`src/rtl/sprite_move_ctrl.sv`:
```
// sprite_move_ctrl: frame-stepped sprite mover with buffered turns,
// collision rollback and edge wrap or clamp.
module sprite_move_ctrl #(
  parameter int INITIAL_X       = 280,
  parameter int INITIAL_Y       = 185,
  parameter int SPEED           = 150,
  parameter int FP_SHIFT        = 6,
  parameter int OBJ_W           = 32,
  parameter int OBJ_H           = 32,
  parameter int SCREEN_W        = 640,
  parameter int SCREEN_H        = 480,
  parameter int SAFETY          = 2,
  parameter int WRAP_EN         = 1,
  parameter int TURN_BUF_FRAMES = 8
) (
  input  logic               clk,
  input  logic               reset,
  input  logic               startOfFrame,
  input  logic               playGame,
  input  logic               Y_up_key,
  input  logic               Y_down_key,
  input  logic               X_right_key,
  input  logic               X_left_key,
  input  logic               collision,
  output logic signed [10:0] topLeftX,
  output logic signed [10:0] topLeftY,
  output logic [1:0]         face_direction,
  output logic               moving
);
  typedef enum logic [1:0] {
    IDLE, MOVE, WAIT_EOF, POS_CHANGE
  } state_t;

  localparam logic [1:0] DOWN  = 2'b00;
  localparam logic [1:0] RIGHT = 2'b01;
  localparam logic [1:0] LEFT  = 2'b10;
  localparam logic [1:0] UP    = 2'b11;
  localparam int ONE = 1 << FP_SHIFT;
  localparam logic signed [31:0] INIT_X = INITIAL_X * ONE;
  localparam logic signed [31:0] INIT_Y = INITIAL_Y * ONE;
  localparam logic [3:0] TURN_CNT = 4'(TURN_BUF_FRAMES);

  state_t state, state_n;
  logic signed [31:0] pos_x, pos_y, prev_x, prev_y;
  logic signed [31:0] pos_x_n, pos_y_n, prev_x_n, prev_y_n;
  logic signed [31:0] step_x, step_y;
  logic [1:0] dir, dir_n, old_dir, old_dir_n;
  logic [1:0] req_dir, req_dir_n, key_dir, step_dir;
  logic [3:0] req_cnt, req_cnt_n;
  logic moving_n, req_valid, req_valid_n;
  logic trial, trial_n, col_seen, col_seen_n;
  logic go, go_n, key_any, step_en;

  function automatic logic signed [31:0] edge_fix(
    input logic signed [31:0] p,
    input int obj,
    input int scr
  );
    logic signed [31:0] px;
    logic signed [31:0] r;
    px = p >>> FP_SHIFT;
    r  = p;
    if (WRAP_EN != 0) begin
      if (px < -obj) r = (scr - 1) * ONE;
      else if (px > scr - 1) r = -obj * ONE;
    end else begin
      if (p < SAFETY * ONE) r = SAFETY * ONE;
      else if (p > (scr - SAFETY - obj) * ONE)
        r = (scr - SAFETY - obj) * ONE;
    end
    return r;
  endfunction

  always_comb begin
    key_any = Y_up_key | Y_down_key
            | X_right_key | X_left_key;
    if (Y_up_key) key_dir = UP;
    else if (Y_down_key) key_dir = DOWN;
    else if (X_right_key) key_dir = RIGHT;
    else key_dir = LEFT;
  end

  always_comb begin
    state_n     = state;
    pos_x_n     = pos_x;
    pos_y_n     = pos_y;
    prev_x_n    = prev_x;
    prev_y_n    = prev_y;
    dir_n       = dir;
    old_dir_n   = old_dir;
    moving_n    = moving;
    req_dir_n   = req_dir;
    req_valid_n = req_valid;
    req_cnt_n   = req_cnt;
    trial_n     = trial;
    col_seen_n  = col_seen;
    go_n        = go;
    step_x      = pos_x;
    step_y      = pos_y;
    step_dir    = dir;
    step_en     = 1'b0;
    unique case (state)
      IDLE: begin
        if (playGame) state_n = MOVE;
      end
      MOVE, WAIT_EOF: begin
        if (startOfFrame) state_n = POS_CHANGE;
        // a trial turn that hits a wall reverts but keeps retrying
        if (state == MOVE && playGame
            && collision && !col_seen) begin
          pos_x_n    = prev_x;
          pos_y_n    = prev_y;
          col_seen_n = 1'b1;
          if (trial) begin
            dir_n       = old_dir;
            trial_n     = 1'b0;
            req_valid_n = (req_cnt != 4'd0);
          end else begin
            moving_n = 1'b0;
            state_n  = WAIT_EOF;
          end
        end
        if (playGame && key_any) begin
          if (key_dir != dir) begin
            req_dir_n   = key_dir;
            req_valid_n = 1'b1;
            req_cnt_n   = TURN_CNT;
          end else if (!moving) begin
            go_n = 1'b1;
          end
        end
      end
      POS_CHANGE: begin
        state_n    = MOVE;
        col_seen_n = 1'b0;
        trial_n    = 1'b0;
        prev_x_n   = pos_x;
        prev_y_n   = pos_y;
        if (playGame) begin
          step_en = moving | go;
          go_n    = 1'b0;
          if (req_valid) begin
            old_dir_n   = dir;
            dir_n       = req_dir;
            step_dir    = req_dir;
            trial_n     = 1'b1;
            req_cnt_n   = req_cnt - 4'd1;
            req_valid_n = 1'b0;
            step_en     = 1'b1;
          end
          moving_n = step_en;
          if (step_en) begin
            unique case (step_dir)
              DOWN:  step_y = pos_y + SPEED;
              RIGHT: step_x = pos_x + SPEED;
              LEFT:  step_x = pos_x - SPEED;
              UP:    step_y = pos_y - SPEED;
            endcase
            pos_x_n = edge_fix(step_x, OBJ_W, SCREEN_W);
            pos_y_n = edge_fix(step_y, OBJ_H, SCREEN_H);
            if (WRAP_EN == 0 && (pos_x_n != step_x
                || pos_y_n != step_y))
              moving_n = 1'b0;
          end
        end
      end
    endcase
  end

  always_ff @(posedge clk) begin
    if (reset) begin
      state     <= IDLE;
      pos_x     <= INIT_X;
      pos_y     <= INIT_Y;
      prev_x    <= INIT_X;
      prev_y    <= INIT_Y;
      dir       <= RIGHT;
      old_dir   <= RIGHT;
      moving    <= 1'b0;
      req_dir   <= RIGHT;
      req_valid <= 1'b0;
      req_cnt   <= 4'd0;
      trial     <= 1'b0;
      col_seen  <= 1'b0;
      go        <= 1'b0;
    end else begin
      state     <= state_n;
      pos_x     <= pos_x_n;
      pos_y     <= pos_y_n;
      prev_x    <= prev_x_n;
      prev_y    <= prev_y_n;
      dir       <= dir_n;
      old_dir   <= old_dir_n;
      moving    <= moving_n;
      req_dir   <= req_dir_n;
      req_valid <= req_valid_n;
      req_cnt   <= req_cnt_n;
      trial     <= trial_n;
      col_seen  <= col_seen_n;
      go        <= go_n;
    end
  end

  assign topLeftX       = 11'(pos_x >>> FP_SHIFT);
  assign topLeftY       = 11'(pos_y >>> FP_SHIFT);
  assign face_direction = dir;
endmodule

```
`config.mk`:
```
export PLATFORM = sky130hd
export DESIGN_NAME = sprite_move_ctrl
export DESIGN_NICKNAME = d
export VERILOG_FILES = /design/src/rtl/sprite_move_ctrl.sv
export SDC_FILE = /design/constraint.sdc
export NUM_CORES = 1
export LEC_CHECK = 0
export ABC_AREA = 1
export BUFFER_PORTS_ARGS = -buffer_cell sky130_fd_sc_hd__buf_2
export CAP_MARGIN = 10
export CORE_ASPECT_RATIO = 1.25
export CORE_MARGIN = 5
export CORE_UTILIZATION = 25
export CTS_CLUSTER_DIAMETER = 80
export DETAILED_ROUTE_END_ITERATION = 16
export PLACE_DENSITY = 0.49
export RECOVER_POWER = 100
export SYNTH_ARGS = -nofsm -noshare
export SYNTH_HDL_FRONTEND = slang
export SYNTH_SLANG_ARGS = --single-unit
export TNS_END_PERCENT = 10
```
`constraint.sdc`:
```
create_clock -name clk -period 4.7 [get_ports clk]
set_clock_uncertainty 0.05 [all_clocks]
set_input_delay 0.94 -clock clk [delete_from_list [all_inputs] [get_ports clk]]
set_output_delay 0.94 -clock clk [all_outputs]
set_load 0.02 [all_outputs]
```
==> key figures <==
Clocking
  – Clock Sinks: 141
  – CTS Root Cell: clkbuf_16
  – CTS Hold Buffers Added: 0
  – CTS Buffer Depth: 2
  – Clock slew at reported path FFs: 0.07 ns
  – CTS tree: done
  – H-Tree Depth: 4
  – Clk Latency, worst-skew pair: 0.44 ns
  – CTS Buf Count: 17

Setup path
  – Max Fanout on Critical Path: 5
  – Crit end category: flop
  – RR Startpoint: req_valid
  – Top delay family on crit path: simple AND/OR/NAND/NOR gates
  – CP bufs+invs: 7
  – Crit start category: flop
  – Setup Crit Path Kind: flop to flop
  – Worst R2R End: pos_y[11]
  – Critical-path top delay cell: dfxtp_1
  – Worst stage delay on the critical path: 0.33 ns
  – Worst reg2reg setup slack: 0.32 ns
  – CP Depth: 30
  – Cell mode on critical path: nand2_1
  – Arrival time at the worst endpoint: 4.66 ns
  – Req. time, crit path: 4.97 ns
  – R2R cell count: 30

Synth
  – Yosys top cell by area: nand2_1
  – Post-synth EDFFs: 0
  – Post-synth top cells: nand2_1, inv_1, nor2_1
  – Simple-gate share of the synthesized area: 42.0%
  – Ys async rst share: 0%
  – Yosys warnings: 0
  – Most common cell in the netlist: nand2_1
  – XOR/XNOR share of the synthesized area: 2.02%
  – Seq/Total Area, Yosys: 24.2%
  – Post-synth top area share: 25.0%
  – Main combinational cell family by area after synthesis: simple AND/OR/NAND/NOR gates
  – Yosys cell types: 42
  – Synthesized area: 11700 um^2
  – Mux cell area share after synthesis: 0%
  – Seq cells post-synth: 141
  – Main flop type after synthesis: dfxtp_1
  – Post-synthesis cell count: 2138
  – Synth Area in Adders: 1.82%
  – Syn_nets: 2164
  – Synth Area in Compound Gates: 16.7%
  – Area contributors post-synth: nand2_1, dfxtp_1, a21oi_1
  – Synthesized area per cell: 5.46 um^2

Layout
  – Nets: 2163
  – Post-layout util: 28.3%
  – Filler cell count: 5217
  – Share of cells above drive strength 1: 5.67%
  – Area Overhead vs Synth: 11.8%
  – Ant. Diodes: 0
  – Post-route design area: 13000 um^2

Place
  – IO buf count: 33
  – Dpl cell area: 12400 um^2
  – Placer Congestion: 0.938
  – DP HPWL: 30800 um

Floorplan
  – Ports: 34
  – Initial Util: 25.3%
  – Die area: 51100 um^2
  – Cell Rows: 88
  – Die H: 252 um
  – Core Box Area: 46100 um^2
  – Die width: 203 um

Drt
  – Vias: 13100
  – Remaining antenna violation count: 0
  – Highest metal used: met4
  – Iter 0 DRT Violations: 792
  – 1st-pass router iterations: 7
  – Drt via density: 4.80
  – DRC errors left: 0
  – Routed met2 length: 20600 um
  – Met3 wire length: 1360 um
  – Routed Wire Length: 41400 um
  – Wire per inst: 15.1 um
  – WL met1: 18300 um

Pwr
  – Sequential power share: 22.8%
  – Internal: 0.00352 W
  – Worst IR Drop VDD: 0.293 mV
  – Clk pwr share: 19.5%
  – Psw: 0.00375 W
  – Pleak: 6.39 nW
  – Comb pwr share: 57.7%
  – Power Density: 558 nW/um^2
  – Sw frac: 51.6%

Hold path
  – Hold worst-path end: prev_x[9]
  – Hold path startpoint: prev_x[9]
  – Hold path depth: 2
  – Worst Hold Class: flop to flop

Timing
  – Final hold violations: 0
  – Minimum clock period: 4.38 ns
  – Count of final setup violators: 0
  – Worst-Margin Slew: 0.939 ns
  – RSZ-0062 raised after global routing: false
  – Fmax: 228 MHz
  – Setup Total Neg Slack: 0 ns
  – Max-slew headroom: 37.4%
  – Pins Over Slew Limit: 0
  – Final period util: 93.3%

Global routing
  – Gr usage total: 15.9%
  – GR Overflow Total: 0
  – First-pass GRT wire length: 66600 um
  – Initial antenna violation count: 0
  – Largest net degree at the start of global routing: 76
  – Number of global-route vias before repair: 12800

Run status
  – Run status: finished, final reports clean

Run
  – Maxcap violations: 0
## flip-flops by register name, indices dropped and copies added, names as in the netlist
| name | flops |
|---|---|
| pos_y | 31 |
| old_dir | 2 |
| prev_x | 31 |
| prev_y | 31 |
| req_cnt | 4 |
| pos_x | 31 |
| req_valid | 1 |
| face_direction | 2 |
| trial | 1 |
| req_dir | 2 |
| state | 2 |
| moving | 1 |
| col_seen | 1 |
| go | 1 |
## layout make-up
cell class              instances  area [um^2]  share of cell area [%]
clock buffers                  19          443                    3.40
well taps                     585          732                    5.61
inverters                     273         1030                    7.87
clock inverters                13          155                    1.19
multi-input cells            1623         7320                    56.1
repair buffers                 81          542                    4.15
flip-flops and latches        141         2820                    21.6
## placed cells by master (no fill, tap or decap), drive strengths merged
master,instances
a211oi,6
a21oi,217
a221oi,1
a22oi,1
a2bb2oi,1
a311oi,1
a31oi,4
and2,3
buf,49
bufinv,2
clkbuf,51
clkinv,6
clkinvlp,2
dfxtp,141
ha,17
inv,276
nand2,780
nand3,153
nand3b,5
nand4,20
nor2,236
nor3,12
nor4,1
o211ai,9
o21a,1
o21ai,117
o21bai,3
o41ai,1
or2,8
xnor2,6
xor2,20
## power groups by stage
stage	Combinational, W	Sequential, W	Clock, W
after floorplan	0.00294	0.00158	0
after global placement	0.00412	0.00168	0
after detailed placement	0.00414	0.00168	0
after CTS	0.00415	0.00166	0.00146
after global routing	0.00472	0.00170	0.00151
final	0.00419	0.00166	0.00142
## cells by family after synthesis
group	count (synthesis)
and+or+nand+nor	1218
AOI/OAI and AO/OA	362
buffers and inverters	374
adders and majority gates	17
DFF	141
xor gates and xnor gates	26
## worst reg2reg max path: cells and delay by family, from the launching register on
| kind | cells | cell delay, ns |
|---|---|---|
| adders and majority gates | 2 | 0.44 |
| xor gates and xnor gates | 1 | 0.20 |
| and+or+nand+nor | 17 | 2.06 |
| DFF | 1 | 0.33 |
| AOI/OAI and AO/OA | 3 | 0.33 |
| buffers and inverters | 7 | 0.89 |
## metal layers
metal / vias up / GRT usage [%]
li1: 6718 / -
met1: 6055 / 19.5
met2: 289 / 28.9
met3: 72 / 1.66
met4: 0 / 5.69
met5: - / 0
## worst max-delay path by stage
stage | startpoint | to | slack [ns]
finish | req_valid | pos_y[11] | 0.32
global route | req_valid | pos_y[5] | 0.006
CTS | req_valid | pos_x[22] | 0.11
detailed placement | req_valid | pos_x[22] | 0.14
global placement | req_valid | pos_x[21] | 0.20
floorplan | req_valid | pos_y[1] | 0.86
## stage by stage
stage	worst slack, ns	std cells	hold slack [ns]	power [W]
floorplan	0.860	2138	0.371	0.00453
finish	0.317	2735	0.413	0.00727
CTS	0.110	2733	0.416	0.00727
global route	0.00585	2735	0.426	0.00792
detailed placement	0.140	2701	0.404	0.00582
global placement	0.196	2701	0.396	0.00580
## what timing repair did
item / in CTS / in global routing
gates resized for setup: 0 / 12
setup endpoints to repair: 0 / 53
setup buffers: 0 / 2
Note: power is estimated with default switching activity, not from simulation.
